$ cat src/rtl/uart_frame_tx.sv
// Purpose: sends a 24-bit value as a framed 8N1 UART packet: HEADER, data[23:16], data[15:8], data[7:0] (+ checksum if CHECKSUM_EN).
// Latency: tx falls the cycle after start is accepted; done pulses the cycle after the final stop bit.
// Backpressure: start is accepted only while busy=0 (including the done cycle); start while busy is ignored.
module uart_frame_tx #(
  parameter int         CLK_FREQ = 50000000,
  parameter int         BAUD     = 115200,
  parameter logic [7:0] HEADER   = 8'hAA
) (
  input  logic        clk,
  input  logic        rst,
  input  logic        start,
  input  logic [23:0] data,
  output logic        busy,
  output logic        done,
  output logic        tx
);

  localparam int BAUD_DIV = CLK_FREQ / BAUD;
  localparam int CW       = (BAUD_DIV > 1) ? $clog2(BAUD_DIV) : 1;
`ifdef CHECKSUM_EN
  localparam int NBYTES   = 5;
`else
  localparam int NBYTES   = 4;
`endif
  localparam logic [2:0]    LAST_BYTE = 3'(NBYTES - 1);
  localparam logic [CW-1:0] BAUD_LAST = CW'(BAUD_DIV - 1);

  typedef enum logic [1:0] {
    S_IDLE,
    S_START,
    S_DATA,
    S_STOP
  } state_t;

  state_t        state_q;
  state_t        state_d;
  logic [CW-1:0] baud_cnt;
  logic [2:0]    bit_idx;
  logic [2:0]    byte_idx;
  logic [23:0]   shadow;
  logic [7:0]    cur_byte;
  logic          bit_end;
  logic          accept;
  logic          tx_d;
  logic          done_d;

  assign bit_end = (baud_cnt == BAUD_LAST);
  assign accept  = (state_q == S_IDLE) && start;
  assign busy    = (state_q != S_IDLE);

`ifdef CHECKSUM_EN
  // Checksum covers the three data bytes only; the header is excluded.
  logic [7:0] csum;
  assign csum = shadow[23:16] + shadow[15:8] + shadow[7:0];
`endif

  // Select the byte currently being serialised.
  always_comb begin
    cur_byte = HEADER;
    case (byte_idx)
      3'd1:    cur_byte = shadow[23:16];
      3'd2:    cur_byte = shadow[15:8];
      3'd3:    cur_byte = shadow[7:0];
`ifdef CHECKSUM_EN
      3'd4:    cur_byte = csum;
`endif
      default: cur_byte = HEADER;
    endcase
  end

  // Next-state and next tx level; tx_d is the line level for the coming cycle.
  always_comb begin
    state_d = state_q;
    tx_d    = 1'b1;
    done_d  = 1'b0;
    case (state_q)
      S_IDLE: begin
        if (start) begin
          state_d = S_START;
          tx_d    = 1'b0;
        end
      end
      S_START: begin
        tx_d = 1'b0;
        if (bit_end) begin
          state_d = S_DATA;
          tx_d    = cur_byte[0];
        end
      end
      S_DATA: begin
        tx_d = cur_byte[bit_idx];
        if (bit_end) begin
          if (bit_idx == 3'd7) begin
            state_d = S_STOP;
            tx_d    = 1'b1;
          end else begin
            tx_d = cur_byte[bit_idx + 3'd1];
          end
        end
      end
      S_STOP: begin
        tx_d = 1'b1;
        if (bit_end) begin
          if (byte_idx == LAST_BYTE) begin
            state_d = S_IDLE;
            done_d  = 1'b1;
          end else begin
            // Next byte's start bit follows directly, no idle gap.
            state_d = S_START;
            tx_d    = 1'b0;
          end
        end
      end
      default: begin
        state_d = S_IDLE;
      end
    endcase
  end

  // State register.
  always_ff @(posedge clk or negedge rst) begin
    if (!rst) begin
      state_q <= S_IDLE;
    end else begin
      state_q <= state_d;
    end
  end

  // Registered tx/done plus baud, bit and byte counters and the data shadow.
  always_ff @(posedge clk or negedge rst) begin
    if (!rst) begin
      tx       <= 1'b1;
      done     <= 1'b0;
      baud_cnt <= '0;
      bit_idx  <= '0;
      byte_idx <= '0;
      shadow   <= '0;
    end else begin
      tx   <= tx_d;
      done <= done_d;

      if (state_q == S_IDLE || bit_end) begin
        baud_cnt <= '0;
      end else begin
        baud_cnt <= baud_cnt + 1'b1;
      end

      if (state_q != S_DATA) begin
        bit_idx <= '0;
      end else if (bit_end) begin
        bit_idx <= bit_idx + 3'd1;
      end

      if (state_q == S_IDLE) begin
        byte_idx <= '0;
      end else if (state_q == S_STOP && bit_end && byte_idx != LAST_BYTE) begin
        byte_idx <= byte_idx + 3'd1;
      end

      if (accept) begin
        shadow <= data;
      end
    end
  end

endmodule

$ cat config.mk
export PLATFORM = sky130hd
export DESIGN_NAME = uart_frame_tx
export DESIGN_NICKNAME = d
export VERILOG_FILES = /design/src/rtl/uart_frame_tx.sv
export SDC_FILE = /design/constraint.sdc
export NUM_CORES = 1
export LEC_CHECK = 0
export ABC_CLOCK_PERIOD_IN_PS = 3900
export BUFFER_PORTS_ARGS = -buffer_cell sky130_fd_sc_hd__buf_2
export CORE_MARGIN = 3
export CORE_UTILIZATION = 50
export DETAILED_ROUTE_END_ITERATION = 7
export PLACE_DENSITY = 0.71
export SLEW_MARGIN = 20
export SYNTH_ARGS = -nofsm -noshare
export SYNTH_HDL_FRONTEND = slang
export SYNTH_SLANG_ARGS = --single-unit
$ cat constraint.sdc
create_clock -name clk -period 3.9 [get_ports clk]
set_input_delay 0.195 -clock clk [delete_from_list [all_inputs] [get_ports clk]]
set_output_delay 0.195 -clock clk [all_outputs]
set_load 0.1 [all_outputs]
==> impl_metrics.yaml, run 1 <==
cts:
  tritoncts: "done"
  cts_setup_buffers: 0
  cts_htree_levels: 2
  cts-hold-fix-buffers: 0
  cts_root_buffer: "clkbuf_8"
  numCtsBuffers: 5
  cts_resized: 0
  cts_sinks: 43
  path_clk_slew_ps: 80
  insertion_delay_ps: 300
  clock_path_buffers: 2
synth:
  synth.distinct_cells: 49
  synth.avg_cell_area_um2: 11.4
  synth_area_leader_cell: "dfrtp_1"
  syn_area_mm2: 0.00227
  ys_warn_count: 0
  synthArstFlopShare: 1.00
  synth_edf_count: 0
  ys.flop_type: "dfrtp_1"
  syn-num-nets: 239
  yosysTopAreaCellShare: 0.462
  ys_ff_latch: 43
  syn_inst: 199
  yosys-top-cells-area: "dfrtp_1 (46%), mux2_2 (12%), ha_1 (7.2%)"
  seq_area_frac_synth: 0.474
global_route:
  grt_pass1_wl_um: 7510
  grtUsageTotal: 0.179
  overflow: 0
  antenna_found_initial: 0
  grt_max_degree: 44
  grt_pass1_vias: 1591
outcome:
  status: "complete, no violations"
setup_path:
  crit_type: "reg2reg"
  crit_fanout: 5
  worstPathRequired_ps: 4120
  start_kind: "flop"
  critPathCaptureType: "flop"
  arrival_ps: 2430
sta:
  hold_ws_ps: 32.4
  hold_violations: 0
  relSlewSlack: 0.381
  worst_pin_slew_ps: 929
  fmax_mhz: 452
  setup-violations-final: 0
  fin_setup_tns_ps: 0
  fin_worst_skew_ps: 6.21
  period_minus_slack_ps: 2210
  rsz0062_at_grt: "false"
  finalMaxSlewViolations: 0
  period_share: 0.567
cells_and_area:
  area_growth_pct: 13.8
  antenna_cells: 0
  final_cell_mix: "dfrtp_1 (42), buf_2 (29), mux2_2 (24)"
  final_cells: 282
  nNetsFinal: 271
  post-route-util: 0.616
  nFillCells: 347
  layout-drive-gt1-share: 0.297
  final_common_cell: "dfrtp_1"
routing:
  vias: 1625
  wl_per_cell_um: 15.5
  antenna_left: 0
  drcViolationCount: 0
  routed_wl_um: 4380
  first_pass_iters: 4
  drt-initial-drc-count: 143
  via_per_inst: 5.76
power:
  vdd_drop_max_v: 0.000223
  p_leak_nw: 1.26
  cellPowerDensity_mw_per_mm2: 319
  total_power_mw: 0.824
die:
  num_io_pins: 30
  die-width_um: 73.4
  rows: 23
  fp.dieH_um: 73.4
  die_area_mm2: 0.00539
  initial_core_util: 0.541
  core_area_mm2: 0.00420
job:
  drv_cap: 0
placed_design:
  port_buffers: 29
  dp_cells: 274
  gp_congestion: 0.771
  dp.final_hpwl_um: 3260
worst_hold_path:
  hold_path.class: "in2async"
critical path: stages (launching register included):
cell,delay (ps)
dfrtp_1,430
ha_1,240
ha_1,250
a222oi_1,480
o21ai_0,170
a21o_1,180
a211oi_1,250
o41ai_2,130
power by group:
| group | switching [mW] | internal, mW |
|---|---|---|
| Combinational | 0.0114 | 0.00918 |
| Sequential | 0 | 0.445 |
| Clock | 0.151 | 0.207 |
| Total | 0.162 | 0.662 |
cell usage after synthesis (all sizes together) (2+ instances only):
master / number
a222oi: 4
nand2: 14
mux2: 24
ha: 13
nand2b: 2
dfrtp: 42
o21ai: 6
inv: 9
nand3: 2
o21bai: 2
and3: 2
xor2: 3
o32ai: 2
clkbuf: 4
a21oi: 2
nand4: 3
o21a: 2
nand3b: 4
and2: 4
nor2: 15
o211ai: 3
o211a: 2
or3: 2
xnor2: 5
nor2b: 4
a221o: 2
a31oi: 2
layout make-up:
cell class	count	area [µm²]	share of cell area
Inverter	9	33.8	0.0131
Sequential cell	43	1080	0.417
Clock buffer	6	82.6	0.0319
Clock inverter	2	35.0	0.0135
Multi-Input combinational cell	142	1140	0.442
Tap cell	50	62.6	0.0242
Timing Repair Buffer	30	153	0.0590
through the flow:
step	worst slack (ps)	cell area [µm²]
2_1_floorplan	1840	2270
3_5_place_dp	1690	2470
6_report	1690	2590
3_3_place_gp	1730	2470
5_1_grt	1480	2590
4_1_cts	1680	2590
logic make-up (layout without fill, tap and decap cells):
logic type,count (synthesis),count (layout),share of synthesized area
buffers and inverters,14,47,0.0237
xor gates and xnor gates,8,8,0.0308
AOI/OAI and AO/OA,38,38,0.133
DFF,43,43,0.474
muxes,25,25,0.123
and+or+nand+nor,58,58,0.144
adders and majority gates,13,13,0.0715
registers in the layout, indices dropped and copies added (netlist names):
signal    count
bit_idx       3
tx            1
done          1
baud_cnt      9
shadow       24
state_q       2
byte_idx      3
worst paths after layout:
check,startpoint,cells after the start,slack [ps],end
worst min-delay path,rst,1,30,baud_cnt[5]
worst max register to register,byte_idx[0],7,1690,tx
max in group asynchronous,rst,1,3280,byte_idx[0]
worst min register to register,shadow[5],1,500,shadow[5]
min in group clk,data[2],2,120,shadow[2]
worst max-delay path,byte_idx[0],7,1690,tx
metal layers:
metal  up-vias  part of all wire  GRT usage
li1        786                 -          -
met1       791              0.47      0.248
met2        40              0.48      0.280
met3         8             0.046     0.0424
met4         0             0.013     0.0483
met5         -                 0          0
(Power assumes the default switching activity.)
==> inputs of run 2 (changes only) <==
--- a/config.mk
+++ b/config.mk
@@ -5,12 +5,12 @@
 export SDC_FILE = /design/constraint.sdc
 export NUM_CORES = 1
 export LEC_CHECK = 0
-export ABC_CLOCK_PERIOD_IN_PS = 3900
+export ABC_CLOCK_PERIOD_IN_PS = 2000
 export BUFFER_PORTS_ARGS = -buffer_cell sky130_fd_sc_hd__buf_2
 export CORE_MARGIN = 3
 export CORE_UTILIZATION = 50
 export DETAILED_ROUTE_END_ITERATION = 7
-export PLACE_DENSITY = 0.71
+export PLACE_DENSITY = 0.73
 export SLEW_MARGIN = 20
 export SYNTH_ARGS = -nofsm -noshare
 export SYNTH_HDL_FRONTEND = slang
==> constraint.sdc (replaced) <==
create_clock -name clk -period 2 [get_ports clk]
set_input_delay 0.1 -clock clk [delete_from_list [all_inputs] [get_ports clk]]
set_output_delay 0.1 -clock clk [all_outputs]
set_load 0.1 [all_outputs]
==> run 2 against run 1 <==
Against the previous run: combinational power increased by 120%; the flow now finishes with violations (negative setup slack); flip-flop and latch count stayed put; maximum frequency up 4.8%; register-to-register slack worse by 1800 ps; clock skew barely moved; critical path type unchanged; clock power increased by 54%; critical path depth did not move; sequential power increased by 95%.
==> impl_metrics.yaml, run 2 (synthesized netlist as in run 1, its figures left out) <==
routing:
  wl_per_cell_um: 15.2
  drt-initial-drc-count: 127
  vias: 1687
  antenna_left: 0
  first_pass_iters: 4
  via_per_inst: 5.59
  routed_wl_um: 4600
  drcViolationCount: 0
sta:
  relSlewSlack: 0.662
  fmax_mhz: 474
  fin_worst_skew_ps: 5.99
  fin_setup_tns_ps: -110
  finalMaxSlewViolations: 0
  fin_ws_ps: -110
  worst_pin_slew_ps: 507
  hold_ws_ps: 26.0
  period_minus_slack_ps: 2110
  period_share: 1.05
  setup-violations-final: 1
  hold_violations: 0
  rsz0062_at_grt: "true"
die:
  num_io_pins: 30
  fp.dieH_um: 73.4
  die-width_um: 73.4
  rows: 23
  die_area_mm2: 0.00539
  core_area_mm2: 0.00420
  initial_core_util: 0.541
cells_and_area:
  final_common_cell: "dfrtp_1"
  biggestRegsByFlops: "shadow x24, baud_cnt x9"
  final_cell_mix: "dfrtp_1 (40), buf_2 (28), mux2_2 (24)"
  fin_area_mm2: 0.00276
  antenna_cells: 0
  post-route-util: 0.656
  area_growth_pct: 21.3
  largest-register: "shadow"
  layout-drive-gt1-share: 0.381
  nNetsFinal: 291
  final_cells: 302
  largest_register_ffs: 24
setup_path:
  arrival_ps: 2310
  rr_worst_depth: 7
  crit_fanout: 4
  reg2reg_slack_ps: -110
  critPathCaptureType: "flop"
  worstPathRequired_ps: 2200
  start_kind: "flop"
  crit_type: "reg2reg"
  r2r_end: "tx"
  r2r_start: "byte_idx[1]"
outcome:
  status: "complete, but fails checks"
  violations: "negative setup slack"
placed_design:
  gp_congestion: 0.876
  dp_cells: 290
  dp.final_hpwl_um: 3480
  port_buffers: 29
  place_area_mm2: 0.00259
  place_ws_ps: -156
power:
  p_leak_nw: 1.33
  cellPowerDensity_mw_per_mm2: 531
  vdd_drop_max_v: 0.000491
  p_int_mw: 1.13
  total_power_mw: 1.47
  netSwitchingFraction: 0.226
  combPwrFrac: 0.030
  seqPwrFrac: 0.593
  switchingPower_mw: 0.332
  clkPwrFrac: 0.377
worst_hold_path:
  hold_end: "shadow[9]"
  min_path_cells: 2
  hold_path.class: "in2reg"
  min-delay-start: "data[9]"
cts:
  cts_sinks: 43
  tritoncts: "done"
  numCtsBuffers: 5
  cts_root_buffer: "clkbuf_8"
  insertion_delay_ps: 300
  clock_path_buffers: 2
  path_clk_slew_ps: 80
  cts_htree_levels: 2
job:
  drv_cap: 0
global_route:
  antenna_found_initial: 0
  grtUsageTotal: 0.192
  overflow: 0
  grt_pass1_wl_um: 8010
  grt_pass1_vias: 1691
  grt_max_degree: 17
## run 2: changes by cell type in the layout (fill, tap and decap cells not counted), moves of 2 or more
cell        delta
buf_4         +18
clkinvlp_4     +2
dfrtp_1        -2
dfrtp_2        +2
ha_1           -4
ha_2           +2
ha_4           +2
o21ai_0        -2
o21ai_1        +2
## run 2: power groups by stage
stage	Clock, mW	Sequential (mW)	Combinational [mW]
after floorplan	0	0.886	0.000550
after global placement	0	0.886	0.0448
after detailed placement	0	0.886	0.0459
after CTS	0.560	0.869	0.0472
after global routing	0.603	0.869	0.0516
final	0.552	0.869	0.0445
## run 2: how the worst max path moves through the flow
stage           startpoint  endpoint  slack (ps)  cells after the start
2_1_floorplan  byte_idx[0]        tx          10                      9
3_3_place_gp   byte_idx[0]        tx         -50                      8
3_5_place_dp   byte_idx[0]        tx        -160                      8
4_1_cts        byte_idx[0]        tx         -60                      9
5_1_grt        byte_idx[0]        tx        -230                      8
6_report       byte_idx[1]        tx        -110                      7
## run 2: area by class of cell
class	count	area, µm²
Timing Repair Buffer	50	312
Tap cell	50	62.6
Sequential cell	43	1080
Inverter	9	33.8
Fill cell	324	1440
Clock inverter	3	20.0
Clock buffer	5	68.8
Multi-Input combinational cell	142	1180
## run 2: metal layers
layer  global-route usage  share of wire  vias to the layer above
met3               0.0575          0.048                        4
met2                0.282           0.47                       43
met1                0.278           0.48                      811
met5                    0              0                        -
met4               0.0483         0.0065                        0
li1                     -              -                      829
## run 2: what timing repair did
action                                  4_1_cts  5_1_grt
pin swaps                                     2        6
hold buffers                                  1        0
gates resized for setup                       6        8
hold endpoints to repair                     12        0
setup buffers                                 1        2
endpoints found under the setup margin        1        2
## run 2: worst max-delay path, cell delays in order (launching register included)
cell      delay, ps
dfrtp_2         450
inv_1           110
ha_4            150
nor2b_4         130
a222oi_1        130
or4b_1          530
and3_1          190
o41ai_2         320
